[config.mk]
export PLATFORM = sky130hd
export DESIGN_NAME = decode_scan
export DESIGN_NICKNAME = d
export VERILOG_FILES = /design/src/rtl/decode_pkg.sv /design/src/rtl/dwell_timer.sv /design/src/rtl/decode_scan.sv
export SDC_FILE = /design/constraint.sdc
export NUM_CORES = 1
export LEC_CHECK = 0
export BUFFER_PORTS_ARGS = -buffer_cell sky130_fd_sc_hd__buf_2
export CORE_MARGIN = 2
export CORE_UTILIZATION = 54
export CTS_CLUSTER_DIAMETER = 50
export DETAILED_ROUTE_END_ITERATION = 6
export PLACE_DENSITY_LB_ADDON = 0.2
export SYNTH_ARGS = -nofsm -noshare
export SYNTH_HDL_FRONTEND = slang
export SYNTH_SLANG_ARGS = --single-unit
[constraint.sdc]
create_clock -name clk -period 1.8 [get_ports clk]
set_input_delay 0.09 -clock clk [delete_from_list [all_inputs] [get_ports clk]]
set_output_delay 0.09 -clock clk [all_outputs]
set_load 0.02 [all_outputs]
[src/rtl/decode_pkg.sv]
// Shared types and default sizing for the decode_scan block.
package decode_pkg;

    typedef enum logic [1:0] {
        IDLE = 2'd0,
        HOLD = 2'd1,
        SCAN = 2'd2
    } state_t;

    localparam int DEF_N     = 3;
    localparam int DEF_DWELL = 4;

endpackage

[src/rtl/dwell_timer.sv]
// Counts cycles spent on one scan index; o_wrap marks the last cycle of a dwell.
module dwell_timer
    import decode_pkg::*;
#(
    parameter int DWELL = DEF_DWELL
) (
    input  logic clk,
    input  logic rst,
    input  logic i_clear,
    input  logic i_run,
    output logic o_wrap
);

    localparam int            CW   = $clog2(DWELL) + 1;
    localparam logic [CW-1:0] LAST = CW'(DWELL - 1);

    logic [CW-1:0] r_cnt;

    // A clear in the same cycle wins, so a fresh index never wraps early.
    assign o_wrap = i_run && !i_clear && (r_cnt == LAST);

    always_ff @(posedge clk) begin
        if (rst || i_clear) begin
            r_cnt <= '0;
        end else if (i_run) begin
            r_cnt <= o_wrap ? '0 : r_cnt + 1'b1;
        end
    end

endmodule

[src/rtl/decode_scan.sv]
// One-hot decoder with a direct-hold mode and a single-revolution scan mode.
module decode_scan
    import decode_pkg::*;
#(
    parameter  int N     = DEF_N,
    parameter  int DWELL = DEF_DWELL,
    localparam int OUT_W = 2 ** N
) (
    input  logic             clk,
    input  logic             rst,
    input  logic             en,
    input  logic             in_valid,
    output logic             in_ready,
    input  logic [N-1:0]     sel,
    input  logic             mode,
    output logic [OUT_W-1:0] y,
    output logic             y_valid,
    output logic             busy
);

    localparam logic [OUT_W-1:0] ONE       = OUT_W'(1);
    localparam logic [N:0]       LAST_STEP = (N + 1)'(OUT_W - 1);

    state_t           r_state;
    logic [OUT_W-1:0] r_y;
    logic             r_vld;
    logic             r_busy;
    logic [N-1:0]     r_idx;
    logic [N:0]       r_step;

    logic             w_accept;
    logic             w_wrap;
    logic [N-1:0]     w_idx_nxt;

    assign in_ready  = (r_state != SCAN);
    assign w_accept  = in_valid && in_ready && en;
    assign w_idx_nxt = r_idx + 1'b1;

    assign y       = r_y;
    assign y_valid = r_vld;
    assign busy    = r_busy;

    dwell_timer #(
        .DWELL (DWELL)
    ) u_dwell (
        .clk     (clk),
        .rst     (rst),
        .i_clear (!en || w_accept),
        .i_run   (r_state == SCAN),
        .o_wrap  (w_wrap)
    );

    always_ff @(posedge clk) begin
        if (rst) begin
            r_state <= IDLE;
            r_y     <= '0;
            r_vld   <= 1'b0;
            r_busy  <= 1'b0;
            r_idx   <= '0;
            r_step  <= '0;
        end else if (!en) begin
            r_state <= IDLE;
            r_y     <= '0;
            r_vld   <= 1'b0;
            r_busy  <= 1'b0;
        end else begin
            case (r_state)
                IDLE, HOLD: begin
                    if (w_accept) begin
                        r_y     <= ONE << sel;
                        r_vld   <= 1'b1;
                        r_idx   <= sel;
                        r_step  <= '0;
                        r_busy  <= mode;
                        r_state <= mode ? SCAN : HOLD;
                    end
                end
                SCAN: begin
                    // r_step counts indices already shown; the last one ends the revolution.
                    if (w_wrap) begin
                        if (r_step == LAST_STEP) begin
                            r_state <= IDLE;
                            r_y     <= '0;
                            r_vld   <= 1'b0;
                            r_busy  <= 1'b0;
                        end else begin
                            r_idx  <= w_idx_nxt;
                            r_y    <= ONE << w_idx_nxt;
                            r_step <= r_step + 1'b1;
                        end
                    end
                end
                default: begin
                    r_state <= IDLE;
                    r_y     <= '0;
                    r_vld   <= 1'b0;
                    r_busy  <= 1'b0;
                end
            endcase
        end
    end

endmodule

### After elaboration in Yosys (flattened, before gate mapping)

Index checks and enable logic that the tools add are counted.

| storage, ports and cells | value |
|---|---|
| latch bits | 0 |
| word-level logic and storage cells | 61 |
| memory bits (read-only) | 0 |
| memories kept | 0 |
| bits in registers | 22 |
| memory bits (writable) | 0 |

| cells by class | value |
|---|---|
| muxes and demuxes | 24 |
| equality and inequality tests | 9 |
| reduce and logical (&&, ||, !) cells | 15 |
| bitwise logic cells | 1 |
| shift operators | 2 |
| divide/modulo/power cells | 0 |
| $mul | 0 |
| magnitude comparators | 0 |
| $add $sub $neg | 3 |

Operator list:

| kind | number |
|---|---|
| $mux 8 | 3 |
| $pmux 8 s2 | 1 |
| $shl 1x3->8 const A | 2 |
| $mux 3 | 4 |
| $mux 4 | 3 |
| $ne 2x2->1 const B | 5 |
| $mux 2 | 4 |
| $pmux 4 s2 | 1 |
| $add 3x1->3 const B | 2 |
| $pmux 3 s2 | 1 |
| $reduce_and 5->1 | 1 |
| $add 4x1->4 const B | 1 |
| $eq 4x3->1 const B | 1 |
| $logic_and 1x1->1 | 4 |
| $mux 1 | 4 |
| $pmux 1 s2 | 2 |
| $pmux 2 s2 | 1 |
| $reduce_or 2->1 | 2 |
| $eq 3x2->1 const B | 1 |
| $reduce_and 3->1 | 1 |
| $eq 2x1->1 const B | 1 |
| $eq 2x2->1 const B | 1 |
| $logic_not 1->1 | 2 |
| $logic_not 2->1 | 1 |
| 4 further kinds | 5 |

### Depth between registers and ports, before layout

Gate-level depths: netlist (run 1).

| logic depth | value |
|---|---|
| depth in word-level cells | 9 |
| gate-level depth with buffers | 7 |
| gate-level depth less buffers | 5 |

### By module

A second synthesis (run 1) with hierarchy kept.

| unflattened totals | value |
|---|---|
| cells, all modules | 139 |
| area, all modules | 1199.9 µm² |

By module, submodules not included:

| module | cells an instance | area each (µm²) | instances |
|---|---|---|---|
| decode_scan | 125 | 1061.0 | 1 |
| dwell_timer | 14 | 138.9 | 1 |

### Worst setup path before layout (run 1)

Ideal clock, no wire load.

| timing path | value |
|---|---|
| kind | register -> register |
| from | register r_step[0] |
| to | register r_idx[0] |
| slack | 0.317 ns |
| data required time | 1.705 ns |
| arrival time | 1.388 ns |
| cell stages (with the launch flop) | 7 |
| period minus slack after synthesis | 1.483 ns |
| cells stage by stage | dfxtp_1 ha_1 nand3b_1 buf_2 a31o_4 o211ai_1 a221oi_1 |

| between the ends | value |
|---|---|
| cells in the longest elaborated chain, start to end | 3 |

Ends and longest elaborated chain:

| element | line | text |
|---|---|---|
| from (decl) | decode_scan.sv:29 | `logic [N:0] r_step;` |
| from (signal assigned) | decode_scan.sv:89 | `r_step <= r_step + 1'b1;` |
| $eq 4x3->1 | decode_scan.sv:81 | `if (r_step == LAST_STEP) begin` |
| $ne 2x2->1 (no source line) | n/a |  |
| $reduce_and 5->1 (no source line) | n/a |  |
| to (signal assigned) | decode_scan.sv:72 | `r_idx <= sel;` |
| to (signal assigned) | decode_scan.sv:87 | `r_idx <= w_idx_nxt;` |
| to (decl) | decode_scan.sv:28 | `logic [N-1:0] r_idx;` |

No other way between the ends.
A chain may end at the register's enable or synchronous reset.

==> results by group, run 1 <==
Clocking
  • Reg clk slew, reported paths: 0.11 ns
  • Clk sink count: 21
  • Num CTS Buffers: 3
  • H-tree levels: 1
  • CTS root buffer: clkbuf_4
  • Clock Latency Late Sink: 0.30 ns
  • Max clock buf depth: 2
  • CTS tree: yes
  • Post-CTS Setup Bufs: 0

Yosys
  • Post-synth ARST share: 0%
  • Post-synthesis sequential area ratio: a little under two fifths
  • Post-synth cell types: 39
  • Post-Syn Nets: 134
  • FF+latch count, synth: 21
  • Post-Syn Area: ~0.0011 mm2
  • Syn avg cell area: about 9.4 um2
  • YS warnings: 0
  • Post-synth EDFFs: 0
  • Cells after synthesis: approximately 120
  • Main synth FF type: dfxtp_1

Power and ir drop
  • Power density over the cells: between 600 and 700 mW/mm2
  • Flop pwr share: 58.8%
  • Psw: approximately 220 uW
  • Clock power share: roughly a quarter
  • Int Power: slightly above 600 uW
  • VDD IR max: between 0.5 and 0.6 mV
  • Switching part of the total power: a little over a quarter
  • Logic pwr share: between 10% and 20%
  • Leak pwr: approximately 0.52 nW

Die
  • Initial Util: a little under three fifths
  • Core footprint: slightly below 0.002 mm2
  • Area of the die: about 0.0024 mm2
  • FP Rows: 16
  • Die Wd: 49.4 um
  • Number of top-level pins: 19
  • Die Height: ~50 um

Finish
  • Layout cells sized above 1: a little under 20%
  • ANT cells: 0
  • Area delta synth->final: 14.1%
  • Cell Count, Final, Fillers Out: approximately 170
  • Final core utilization: ~65%
  • Fin nets: about 160

Worst setup path
  • FF-to-FF Start: busy$_SDFFE_PP0P_
  • Critical path data arrival time: between 1.5 and 2 ns
  • R2R Setup Slk: around 0.11 ns
  • Worst Reg-to-Reg Cells: 5
  • Critical Path Source: busy$_SDFFE_PP0P_
  • Startpoint Class: flip-flop
  • Worst Setup EP: y[2]$_SDFFE_PP0P_
  • CP Capture Type: flip-flop
  • FF-to-FF End: y[2]$_SDFFE_PP0P_
  • CP required: ~2.0 ns
  • Crit Path Category: flip-flop to flip-flop
  • Worst-path maximum fanout: 10

STA
  • Final worst-path setup slack: 0.108 ns
  • Sum of negative setup slack: 0 ns
  • Tmin final: between 1.5 and 2 ns
  • Slew headroom: 79.3%
  • Final setup viols: 0
  • Max-slew violation count: 0
  • Hold slack: 0.0564 ns
  • RSZ-0062 raised after global routing: no
  • Worst slew pin tran: around 0.30 ns
  • Layout Skew: 0.00254 ns
  • Endpoints failing hold: 0
  • Fmax: between 500 and 600 MHz
  • Final period utilization: approximately 94%

Detailed routing
  • Detail-routed via count per cell: about 6
  • 1st-iter DRT viols: 21
  • DRC: 0
  • DR pass1 iterations: 4
  • Detail Route Antenna Nets: 0
  • Routed vias: about 1000
  • Wire length per cell: between 10 and 15 um
  • Final WL: 2440 um

Place
  • GP Congestion: between 0.8 and 0.9
  • DP Worst Slack: approximately 0.13 ns
  • Dpl hpwl: approximately 1800 um
  • Placed cell count: roughly 160
  • Count of input and output buffers: 18

Hold path
  • Tightest Hold Check Type: primary input to flip-flop

Flow run
  • Max-cap violation count: 0

GRT
  • Vias in the first global route: 1000
  • First-pass GRT wire length: around 4200 um
  • Largest net degree at the start of global routing: 14
  • Gr usage total: roughly 22%
  • Total grt overflow: 0
  • Initial antenna violation count: 0

Outcome
  • Status: finished clean
-- state kept, by name, indices dropped and copies added (netlist names) --
signal	count
busy	1
r_idx	3
r_state	1
r_step	4
u_dwell.r_cnt	3
y	8
y_valid	1
-- per-layer routing --
layer | part of all wire, % | vias to the layer above | GRT usage, %
li1 | - | 496 | -
met1 | 43 | 472 | 27.1
met2 | 51 | 31 | 36.9
met3 | 4.8 | 4 | 2.76
met4 | 1.6 | 0 | 10.2
met5 | 0 | - | 0
-- critical path, stage by stage, from the launching register on --
cell and delay [ns]:
dfxtp_1 0.49, and2b_1 0.36, inv_4 0.12, a21oi_4 0.17, o21a_1 0.32, o2bb2ai_1 0.16
-- kinds of logic (layout without fill, tap and decap cells) --
family | Yosys count | after routing | share of synthesized area, %
compound gates | 47 | 47 | 32.4
simple gates | 33 | 33 | 15.9
flops | 21 | 21 | 37.7
buf+inv | 9 | 31 | 4.38
fa+ha+maj | 7 | 7 | 7.86
xor+xnor | 1 | 1 | 0.786
mux | 1 | 1 | 0.898
-- cell type report --
type,instances,area [um2]
repair buffers,22,125
inverters,5,21.3
well taps,27,33.8
clock buffers,4,26.3
flip-flops and latches,21,420
multi-input cells,89,646
fillers,184,689
-- cells in the mapped netlist (2+ instances only) --
master | instances | area (um2)
o21ai_0 | 7 | 35.0
nor2_1 | 8 | 30.0
ha_1 | 7 | 87.6
a32oi_1 | 6 | 52.6
o211ai_1 | 2 | 15.0
a211oi_1 | 3 | 22.5
and2_1 | 2 | 12.5
and2b_1 | 4 | 30.0
nand2_1 | 6 | 22.5
inv_1 | 4 | 15.0
dfxtp_1 | 21 | 420
nor2b_1 | 2 | 12.5
o2bb2ai_1 | 8 | 70.1
a21oi_1 | 10 | 50.1
a31oi_1 | 2 | 12.5
and3_1 | 2 | 12.5
or3_1 | 3 | 18.8
-- stage by stage --
stage | total power, mW | area, um2
floorplan | 0.576 | 1110
global placement | 0.608 | 1230
detailed placement | 0.611 | 1230
CTS | 0.835 | 1270
global route | 0.869 | 1270
finish | 0.826 | 1270
-- power by group through the flow --
stage / combinational (mW) / clock, mW / sequential [mW]
global placement: 0.113 / 0 / 0.496
finish: 0.120 / 0.220 / 0.486
global route: 0.133 / 0.247 / 0.488
detailed placement: 0.115 / 0 / 0.496
CTS: 0.119 / 0.230 / 0.486
floorplan: 0.0764 / 0 / 0.499
-- placed cells by master, fill, tap and decap left out, types with 4 or more instances in the layout --
cell | Yosys | routed
o2bb2ai_1 | 8 | 8
ha_1 | 7 | 7
dfxtp_1 | 21 | 21
and2b_1 | 4 | 4
o21ai_0 | 7 | 7
a21oi_1 | 10 | 10
inv_1 | 4 | 4
a32oi_1 | 6 | 6
nand2_1 | 6 | 6
buf_2 | 1 | 18
nor2_1 | 8 | 8
-- worst min path at each step --
stage	cells after the start	slack, ns	end	startpoint
2_1_floorplan	1	0.16	r_idx[2]$_SDFFE_PP0P_	rst
3_3_place_gp	2	0.30	r_state[0]$_SDFFE_PP0P_	mode
3_5_place_dp	2	0.32	r_state[0]$_SDFFE_PP0P_	mode
4_1_cts	2	0.05	r_state[0]$_SDFFE_PP0P_	in_valid
5_1_grt	2	0.05	r_state[0]$_SDFFE_PP0P_	in_valid
6_report	2	0.06	r_state[0]$_SDFFE_PP0P_	in_valid
-- repair_timing --
| action | 4_1_cts | 5_1_grt |
|---|---|---|
| hold buffers | 2 | 0 |
| hold endpoints to repair | 2 | 0 |
| resized for setup | 0 | 0 |
No activity file was read; power rests on OpenSTA's default activity.
==> run 2, diff against run 1 <==
- CORE_ASPECT_RATIO: unset -> 0.6
- CORE_UTILIZATION: 54 -> 35
- CTS_BUF_LIST: unset -> sky130_fd_sc_hd__clkbuf_2
- SKIP_LAST_GASP: unset -> 1
==> run 2 against run 1 <==
Compared with the run above: sequential cell count is the same; final cell count is 10% higher; count of clock-buffer cells in the layout fell by 1; via count rose by 0.40%; utilization is 21 points lower; wire length grew 6.3%; critical endpoint is now y[4]$_SDFFE_PP0P_; largest power group unchanged.
==> results by group, run 2 (synthesis gave the netlist of run 1 again) <==
Outcome
  • Status: finished clean

Place
  • Placed cell count: roughly 180
  • Dpl hpwl: roughly 2000 um
  • Count of input and output buffers: 18
  • GP Congestion: roughly 0.85

Worst setup path
  • Worst-path maximum fanout: 8
  • Max incr delay on CP: between 0.3 and 0.4 ns
  • Crit-path leading delay family: compound AO/OA/AOI/OAI gates
  • R2R Setup Slk: ~0.2 ns
  • Crit Path Category: flip-flop to flip-flop
  • Critical path data arrival time: 1.86 ns
  • Critical path cell sequence: ha_1 > and2b_1 > a21oi_4 > o21a_1 > o2bb2ai_1
  • CP max-delay cell: dfxtp_1
  • CP Capture Type: flip-flop
  • Startpoint Class: flip-flop
  • CP required: between 2 and 2.5 ns
  • FF-to-FF Start: u_dwell.r_cnt[0]$_SDFFE_PP0N_
  • Critical path buffers and inverters: 0
  • Worst Reg-to-Reg Cells: 5
  • FF-to-FF End: y[4]$_SDFFE_PP0P_

Power and ir drop
  • Psw: between 200 and 250 uW
  • VDD IR max: 0.361 mV
  • Power density over the cells: 621 mW/mm2
  • Switching part of the total power: 28.7%
  • Tot Pwr: just over 800 uW
  • Flop pwr share: between 60% and 70%
  • Int Power: around 580 uW
  • Logic pwr share: 15.6%
  • Leak pwr: between 0.5 and 0.6 nW
  • Clock power share: 24.3%

GRT
  • Largest net degree at the start of global routing: 14
  • Vias in the first global route: between 900 and 1000
  • Total grt overflow: 0
  • Gr usage total: roughly 15%
  • Initial antenna violation count: 0
  • First-pass GRT wire length: 4300 um

Finish
  • Fin nets: roughly 160
  • Commonest non-fill, non-tap cells in the layout: dfxtp_1, buf_2, a21oi_1, nor2_1, o2bb2ai_1
  • Final core utilization: about 44%
  • Area delta synth->final: 16.8%
  • Most common cell after layout, fill and taps aside: dfxtp_1
  • Layout cells sized above 1: between 20% and 30%
  • ANT cells: 0
  • Largest register FFs: 8
  • Cell Count, Final, Fillers Out: 185

Detailed routing
  • 1st-iter DRT viols: 54
  • DR pass1 iterations: 4
  • Detail-routed via count per cell: about 5.4
  • Routed vias: between 1000 and 1500
  • Final WL: 2590 um
  • DRC: 0
  • Wire length per cell: ~14 um
  • Detail Route Antenna Nets: 0

Clocking
  • Num CTS Buffers: 3
  • Clock Latency Late Sink: roughly 0.32 ns
  • CTS root buffer: clkbuf_2
  • Clk sink count: 21
  • Hold buffer count at cts: 2
  • Post-CTS Setup Bufs: 0
  • Reg clk slew, reported paths: 0.21 ns
  • PostCTS Resize Cnt: 0
  • CTS tree: yes
  • Max clock buf depth: 2
  • H-tree levels: 1

Die
  • Core footprint: between 0.002 and 0.003 mm2
  • FP Rows: 15
  • Area of the die: 0.00367 mm2
  • Die Wd: a little under 80 um
  • Initial Util: a little under two fifths
  • Number of top-level pins: 19
  • Die Height: about 48 um

STA
  • RSZ-0062 raised after global routing: no
  • Endpoints failing hold: 0
  • Slew headroom: 78.2%
  • Tmin final: about 1.6 ns
  • Sum of negative setup slack: 0 ns
  • Final period utilization: ~90%
  • Hold slack: 0.128 ns
  • Final setup viols: 0
  • Fmax: 623 MHz
  • Worst slew pin tran: roughly 0.32 ns
  • Layout Skew: around 0.010 ns
  • Max-slew violation count: 0

Hold path
  • Tightest Hold Check Type: primary input to flip-flop
  • Hold Crit Depth: 3
  • Hold Startpoint: sel[1]
  • Hold endpoint: r_idx[1]$_SDFFE_PP0P_

Flow run
  • Max-cap violation count: 0
==> run 2: changes by cell type in the layout (fill, tap and decap cells not counted) <==
cell,previous run,this run
dlygate4sd3_1,2,3
clkbuf_2,0,3
clkbuf_1,1,0
buf_4,2,3
clkinv_2,0,1
clkbuf_4,3,0
==> run 2: layer usage <==
layer	vias up	wire (um)	global-route usage, %
li1	500	-	-
met1	478	1330	21.7
met2	27	1100	22.1
met3	2	159	5.28
met4	0	4	3.27
met5	-	0	0
==> run 2: worst max path at each step <==
stage	startpoint	depth (start not counted)	to	slack, ns
after floorplan	r_step[0]$_SDFFE_PP0P_	6	r_idx[0]$_SDFFE_PP0P_	0.32
after global placement	u_dwell.r_cnt[0]$_SDFFE_PP0N_	5	r_idx[0]$_SDFFE_PP0P_	0.23
after detailed placement	u_dwell.r_cnt[0]$_SDFFE_PP0N_	5	y[4]$_SDFFE_PP0P_	0.24
after CTS	u_dwell.r_cnt[0]$_SDFFE_PP0N_	5	y[4]$_SDFFE_PP0P_	0.20
after global routing	u_dwell.r_cnt[0]$_SDFFE_PP0N_	5	r_step[2]$_SDFFE_PP0P_	0.02
final	u_dwell.r_cnt[0]$_SDFFE_PP0N_	5	y[4]$_SDFFE_PP0P_	0.19
==> run 2: power groups by stage <==
stage / Combinational (mW) / Sequential, mW / Clock (mW)
final: 0.126 / 0.486 / 0.197
after global routing: 0.141 / 0.488 / 0.232
after CTS: 0.124 / 0.486 / 0.210
after detailed placement: 0.120 / 0.495 / 0
after global placement: 0.120 / 0.494 / 0
after floorplan: 0.0764 / 0.499 / 0
==> run 2: metrics by stage <==
stage	setup slack (ns)	area (um2)
4_1_cts	0.200	1290
5_1_grt	0.0244	1300
6_report	0.195	1300
3_5_place_dp	0.239	1250
2_1_floorplan	0.317	1110
3_3_place_gp	0.228	1250
==> run 2: worst min-delay path, cell delays in order <==
cell and delay [ns]:
buf_2 0.12, mux2i_1 0.12, a311oi_1 0.10
==> run 2: final cells by class <==
cell class / count / area (um2)
clock buffers: 3 / 15.0
clock inverters: 1 / 5.00
fillers: 308 / 1640
inverters: 5 / 21.3
multi-input cells: 89 / 646
flip-flops and latches: 21 / 420
well taps: 42 / 52.6
repair buffers: 24 / 143
